$ cat src/rtl/rice_core_pkg.sv
// Shared types for the rice_core divider: one-hot operation select and FSM states.
package rice_core_pkg;

  typedef struct packed {
    logic div;
    logic divu;
    logic rem;
    logic remu;
  } rice_core_div_operation;

  typedef enum logic [1:0] {
    StIdle,
    StBusy,
    StDone
  } rice_core_div_state_e;

endpackage

$ cat src/rtl/rice_core_div.sv
// Radix-2 restoring divider: one quotient bit per cycle, fixed XLEN+1 cycle latency
// from request to a one-cycle result strobe, with RISC-V div/rem corner-case semantics.
module rice_core_div
  import rice_core_pkg::*;
#(
  parameter int unsigned XLEN = 32
) (
  input  logic                   i_clk,
  input  logic                   i_rst,
  input  logic                   i_valid,
  input  logic [XLEN-1:0]        i_rs1_value,
  input  logic [XLEN-1:0]        i_rs2_value,
  input  rice_core_div_operation i_div_operation,
  output logic                   o_result_valid,
  output logic [XLEN-1:0]        o_result
);

  localparam int unsigned CntW = $clog2(XLEN + 1);

  function automatic logic [XLEN-1:0] negate(input logic [XLEN-1:0] a);
    return (~a) + XLEN'(1);
  endfunction

  // Returns {next_remainder, quotient_bit}. The shifted partial remainder is XLEN+1 bits;
  // a borrow shows up as bit XLEN set only when the shifted value itself fit in XLEN bits.
  function automatic logic [XLEN:0] restore_step(input logic [XLEN-1:0] rem,
                                                 input logic            dividend_bit,
                                                 input logic [XLEN-1:0] divisor);
    logic [XLEN:0] shifted;
    logic [XLEN:0] diff;
    logic          fits;
    shifted = {rem, dividend_bit};
    diff    = shifted - {1'b0, divisor};
    fits    = shifted[XLEN] | ~diff[XLEN];
    return fits ? {diff[XLEN-1:0], 1'b1} : {shifted[XLEN-1:0], 1'b0};
  endfunction

  rice_core_div_state_e r_state, w_state_next;

  logic [CntW-1:0] r_count;
  logic [XLEN-1:0] r_rem;
  logic [XLEN-1:0] r_dq;       // dividend bits shift out the top, quotient bits shift in below
  logic [XLEN-1:0] r_divisor;
  logic [XLEN-1:0] r_result;
  logic            r_q_neg;
  logic            r_r_neg;
  logic            r_want_rem;

  logic            w_signed;
  logic            w_rs1_neg;
  logic            w_rs2_neg;
  logic [XLEN:0]   w_step;
  logic [XLEN-1:0] w_rem_next;
  logic [XLEN-1:0] w_dq_next;
  logic [XLEN-1:0] w_raw;
  logic            w_raw_neg;
  logic [XLEN-1:0] w_corrected;
  logic            w_last;

  assign w_signed  = i_div_operation.div | i_div_operation.rem;
  assign w_rs1_neg = w_signed & i_rs1_value[XLEN-1];
  assign w_rs2_neg = w_signed & i_rs2_value[XLEN-1];

  assign w_step     = restore_step(r_rem, r_dq[XLEN-1], r_divisor);
  assign w_rem_next = w_step[XLEN:1];
  assign w_dq_next  = {r_dq[XLEN-2:0], w_step[0]};
  assign w_last     = (r_count == CntW'(1));

  // Sign correction runs on the final step's outputs so o_result is a plain register in DONE.
  assign w_raw       = r_want_rem ? w_rem_next : w_dq_next;
  assign w_raw_neg   = r_want_rem ? r_r_neg : r_q_neg;
  assign w_corrected = w_raw_neg ? negate(w_raw) : w_raw;

  always_comb begin
    w_state_next   = r_state;
    o_result_valid = 1'b0;
    unique case (r_state)
      StIdle: if (i_valid) w_state_next = StBusy;
      StBusy: begin
        if (!i_valid) begin
          w_state_next = StIdle;
        end else if (w_last) begin
          w_state_next = StDone;
        end
      end
      StDone: begin
        o_result_valid = i_valid;
        w_state_next   = StIdle;
      end
      default: w_state_next = StIdle;
    endcase
  end

  assign o_result = o_result_valid ? r_result : '0;

  always_ff @(posedge i_clk) begin
    if (i_rst) begin
      r_state <= StIdle;
    end else begin
      r_state <= w_state_next;
    end
  end

  always_ff @(posedge i_clk) begin
    if (i_rst) begin
      r_count    <= '0;
      r_rem      <= '0;
      r_dq       <= '0;
      r_divisor  <= '0;
      r_result   <= '0;
      r_q_neg    <= 1'b0;
      r_r_neg    <= 1'b0;
      r_want_rem <= 1'b0;
    end else begin
      unique case (r_state)
        StIdle: begin
          if (i_valid) begin
            r_dq       <= w_rs1_neg ? negate(i_rs1_value) : i_rs1_value;
            r_divisor  <= w_rs2_neg ? negate(i_rs2_value) : i_rs2_value;
            // Divide-by-zero keeps the all-ones quotient the datapath produces naturally.
            r_q_neg    <= (w_rs1_neg ^ w_rs2_neg) & (|i_rs2_value);
            r_r_neg    <= w_rs1_neg;
            r_want_rem <= i_div_operation.rem | i_div_operation.remu;
            r_rem      <= '0;
            r_count    <= CntW'(XLEN);
          end
        end
        StBusy: begin
          if (i_valid) begin
            r_rem   <= w_rem_next;
            r_dq    <= w_dq_next;
            r_count <= r_count - CntW'(1);
            if (w_last) r_result <= w_corrected;
          end
        end
        default: ;
      endcase
    end
  end

endmodule
$ cat config.mk
export PLATFORM = sky130hd
export DESIGN_NAME = rice_core_div
export DESIGN_NICKNAME = d
export VERILOG_FILES = /design/src/rtl/rice_core_pkg.sv /design/src/rtl/rice_core_div.sv
export SDC_FILE = /design/constraint.sdc
export NUM_CORES = 1
export LEC_CHECK = 0
export CAP_MARGIN = 20
export CORE_UTILIZATION = 30
export CTS_BUF_LIST = sky130_fd_sc_hd__clkbuf_2 sky130_fd_sc_hd__clkbuf_4 sky130_fd_sc_hd__clkbuf_8
export CTS_CLUSTER_SIZE = 10
export DETAILED_ROUTE_END_ITERATION = 16
export PLACE_DENSITY = 0.44
export SETUP_SLACK_MARGIN = 0.4
export SLEW_MARGIN = 20
export SYNTH_ARGS = -nofsm -noshare
export SYNTH_HDL_FRONTEND = slang
export SYNTH_SLANG_ARGS = --single-unit
$ cat constraint.sdc
create_clock -name i_clk -period 6.85 [get_ports i_clk]
set_input_delay 1.0275 -clock i_clk [delete_from_list [all_inputs] [get_ports i_clk]]
set_output_delay 1.0275 -clock i_clk [all_outputs]
set_load 0.01 [all_outputs]
==> flow_summary.ini <==
[die]
num_io_pins = 104
dieHeight_um = 187
coreArea_mm2 = 0.0336
rows = 67
dieWidth_um = 187
initial_utilization = 0.306
die-area_mm2 = 0.0351

[clocking]
post_cts_buffers = 0
clk_latency_ps = 470
cts_made_buffers = 17
cts_tree = done
clock_sink_count = 139
cts-hold-fix-buffers = 0
post_cts_resize_count = 0
path_clk_slew_ps = 100
htree_num_levels = 4
cts-root-buf = clkbuf_8
clock_path_buffers = 2

[logic_synthesis]
ys_types = 84
syn_area_mm2 = 0.0103
synth_top_flop_cell = dfxtp_1
synth-seq-cells = 139
yosys_warnings = 0
yosysSeqAreaShare = 0.270
synth.net_count = 1504
synthArstFlopShare = 0
avgSynthCellArea_um2 = 7.38
synth_edf_count = 0
postSynthCellCount = 1395

[sta]
period_needed_ps = 5070
timing.final.ws_setup_ps = 1780
drv_slew = 0
slew_headroom = 0.366
finalSetupViolations = 0
hold_violations = 0
fmax_mhz = 197
rsz0062_at_grt = no
fin_crit_sh = 0.740
fin_tns_setup_ps = 0
worstMarginPinSlew_ps = 951
fin_skew_ps = 19.0

[global_routing]
groute.usage.overall = 0.197
grt.met2_usage = 0.327
grt_max_degree = 84
grt-ovfl-total = 0
antenna_found_initial = 0
use_met3 = 0.0236
grt_pass1_vias = 9554
grtUsageMet1 = 0.268
grt_first_pass_wirelength_um = 54600
top_usage_layer = met2

[routing]
via_per_inst = 5.31
drt-pass1-iter-count = 5
drc = 0
drt_iter0_drc = 643
wl_um = 34500
wl_per_cell_um = 18.1
antenna_left = 0
routed-via-count = 10114

[setup_path]
crit_type = flip-flop to flip-flop
critPathArrivalTime_ps = 5470
crit_fanout = 14
cp.required_ps = 7250
crit_path_end_kind = flip-flop
cp-start-kind = flip-flop

[outcome]
status = completed

[placement]
place_hpwl_um = 26100
place_congestion = 0.861
io_buffers = 102
dpl-instance-area_mm2 = 0.0116
pre_cts_ws_ps = 1880

[layout]
area_delta_synth_final_pct = 17.2
nFillCells = 3618
num-nets-final = 1551
fin_area_mm2 = 0.0121
layout_common_cells = 195 x nor2_1, 138 x dfxtp_1, 136 x a21oi_1
final_common_cell = nor2_1
diodes = 0
drive_above_1_share = 0.0605

[power_and_ir_drop]
peakVddDrop_mv = 0.126
p_leak_nw = 4.32
p_per_area_mw_per_mm2 = 180

[job]
cap_violations = 0

[min_path]
hp-class = flip-flop to flip-flop
-- critical path: stages (launching register included) --
cell and delay [ps]:
dfxtp_1 370, ha_1 450, a21oi_1 330, o21ai_1 150, a21oi_1 340, o2111a_1 680
nand2_2 420, mux2i_1 450, o2111ai_1 230, nor2_1 450, nand3_2 220, or3_1 370
or3_1 370, a31oi_1 150
-- stage by stage --
step	utilization	hold WS (ps)	std cells	total power, W
finish	0.359	456	1903	0.00218
CTS	0.359	455	1903	0.00219
detailed placement	0.346	445	1871	0.00144
global route	0.359	484	1903	0.00229
floorplan	-	417	1395	0.00126
global placement	0.346	439	1871	0.00144
-- power by group --
group          internal (W)  switching (W)
logic              0.000212       0.000338
registers          0.000845      0.0000255
clock network      0.000377       0.000379
-- registers in the layout, indices dropped and copies added (netlist names) --
signal      count
r_result       32
r_count         6
r_divisor      32
r_want_rem      1
r_r_neg         1
r_state         2
r_q_neg         1
r_dq           32
r_rem          32
-- final timing paths --
| path | startpoint | slack [ps] | cells after the start | end |
|---|---|---|---|---|
| min reg2reg | r_dq[0]$_SDFFE_PP0P_ | 460 | 2 | r_dq[0]$_SDFFE_PP0P_ |
| min | r_dq[0]$_SDFFE_PP0P_ | 460 | 2 | r_dq[0]$_SDFFE_PP0P_ |
| max | r_rem[16]$_SDFFE_PP0P_ | 1780 | 13 | r_result[29]$_SDFFE_PP0P_ |
| max reg2reg | r_rem[16]$_SDFFE_PP0P_ | 1780 | 13 | r_result[29]$_SDFFE_PP0P_ |
-- final cells by class --
type | instances | area, um2 | area share
inverter | 81 | 304 | 0.0252
tap | 448 | 561 | 0.0465
clock buffer | 18 | 248 | 0.0205
sequential | 139 | 2780 | 0.231
multi-input combinational | 1086 | 6860 | 0.568
timing repair buffer | 117 | 1130 | 0.0938
clock inverter | 14 | 180 | 0.0149
-- routing by layer --
layer	vias up	wire length (um)
met1	4815	16700
met4	0	574
met2	165	16300
met3	37	920
met5	-	0
li1	5097	-
-- cells in the mapped netlist, types with 6 or more instances --
cell type / instances / area, um2
xnor2_1: 49 / 429
ha_1: 37 / 463
a21o_1: 8 / 60.1
and2_1: 39 / 244
o211ai_1: 8 / 60.1
inv_1: 81 / 304
nor2_1: 196 / 736
or4_1: 6 / 45.0
nor4_1: 10 / 62.6
xor2_1: 60 / 526
a21oi_1: 136 / 681
a22oi_1: 15 / 113
nand4_1: 13 / 81.3
nand3_1: 22 / 110
a211oi_1: 55 / 413
mux2i_1: 11 / 110
and3_1: 9 / 56.3
o31ai_1: 14 / 105
o41ai_1: 9 / 78.8
o21ai_0: 58 / 290
a221oi_1: 31 / 272
clkbuf_1: 73 / 274
nor3_1: 34 / 170
or3_1: 17 / 106
o21ai_1: 9 / 45.0
a31oi_1: 20 / 125
nand2b_1: 12 / 75.1
dfxtp_1: 139 / 2780
nand2_1: 104 / 390
-- logic make-up after synthesis --
group | after synthesis | share of synthesized area
adders and majority gates | 38 | 0.0469
and+or+nand+nor | 491 | 0.226
DFF | 139 | 0.270
buffers and inverters | 170 | 0.0659
xor gates and xnor gates | 109 | 0.0927
muxes | 16 | 0.0162
AOI/OAI and AO/OA | 432 | 0.282
Power figures use the tool's default switching activity.
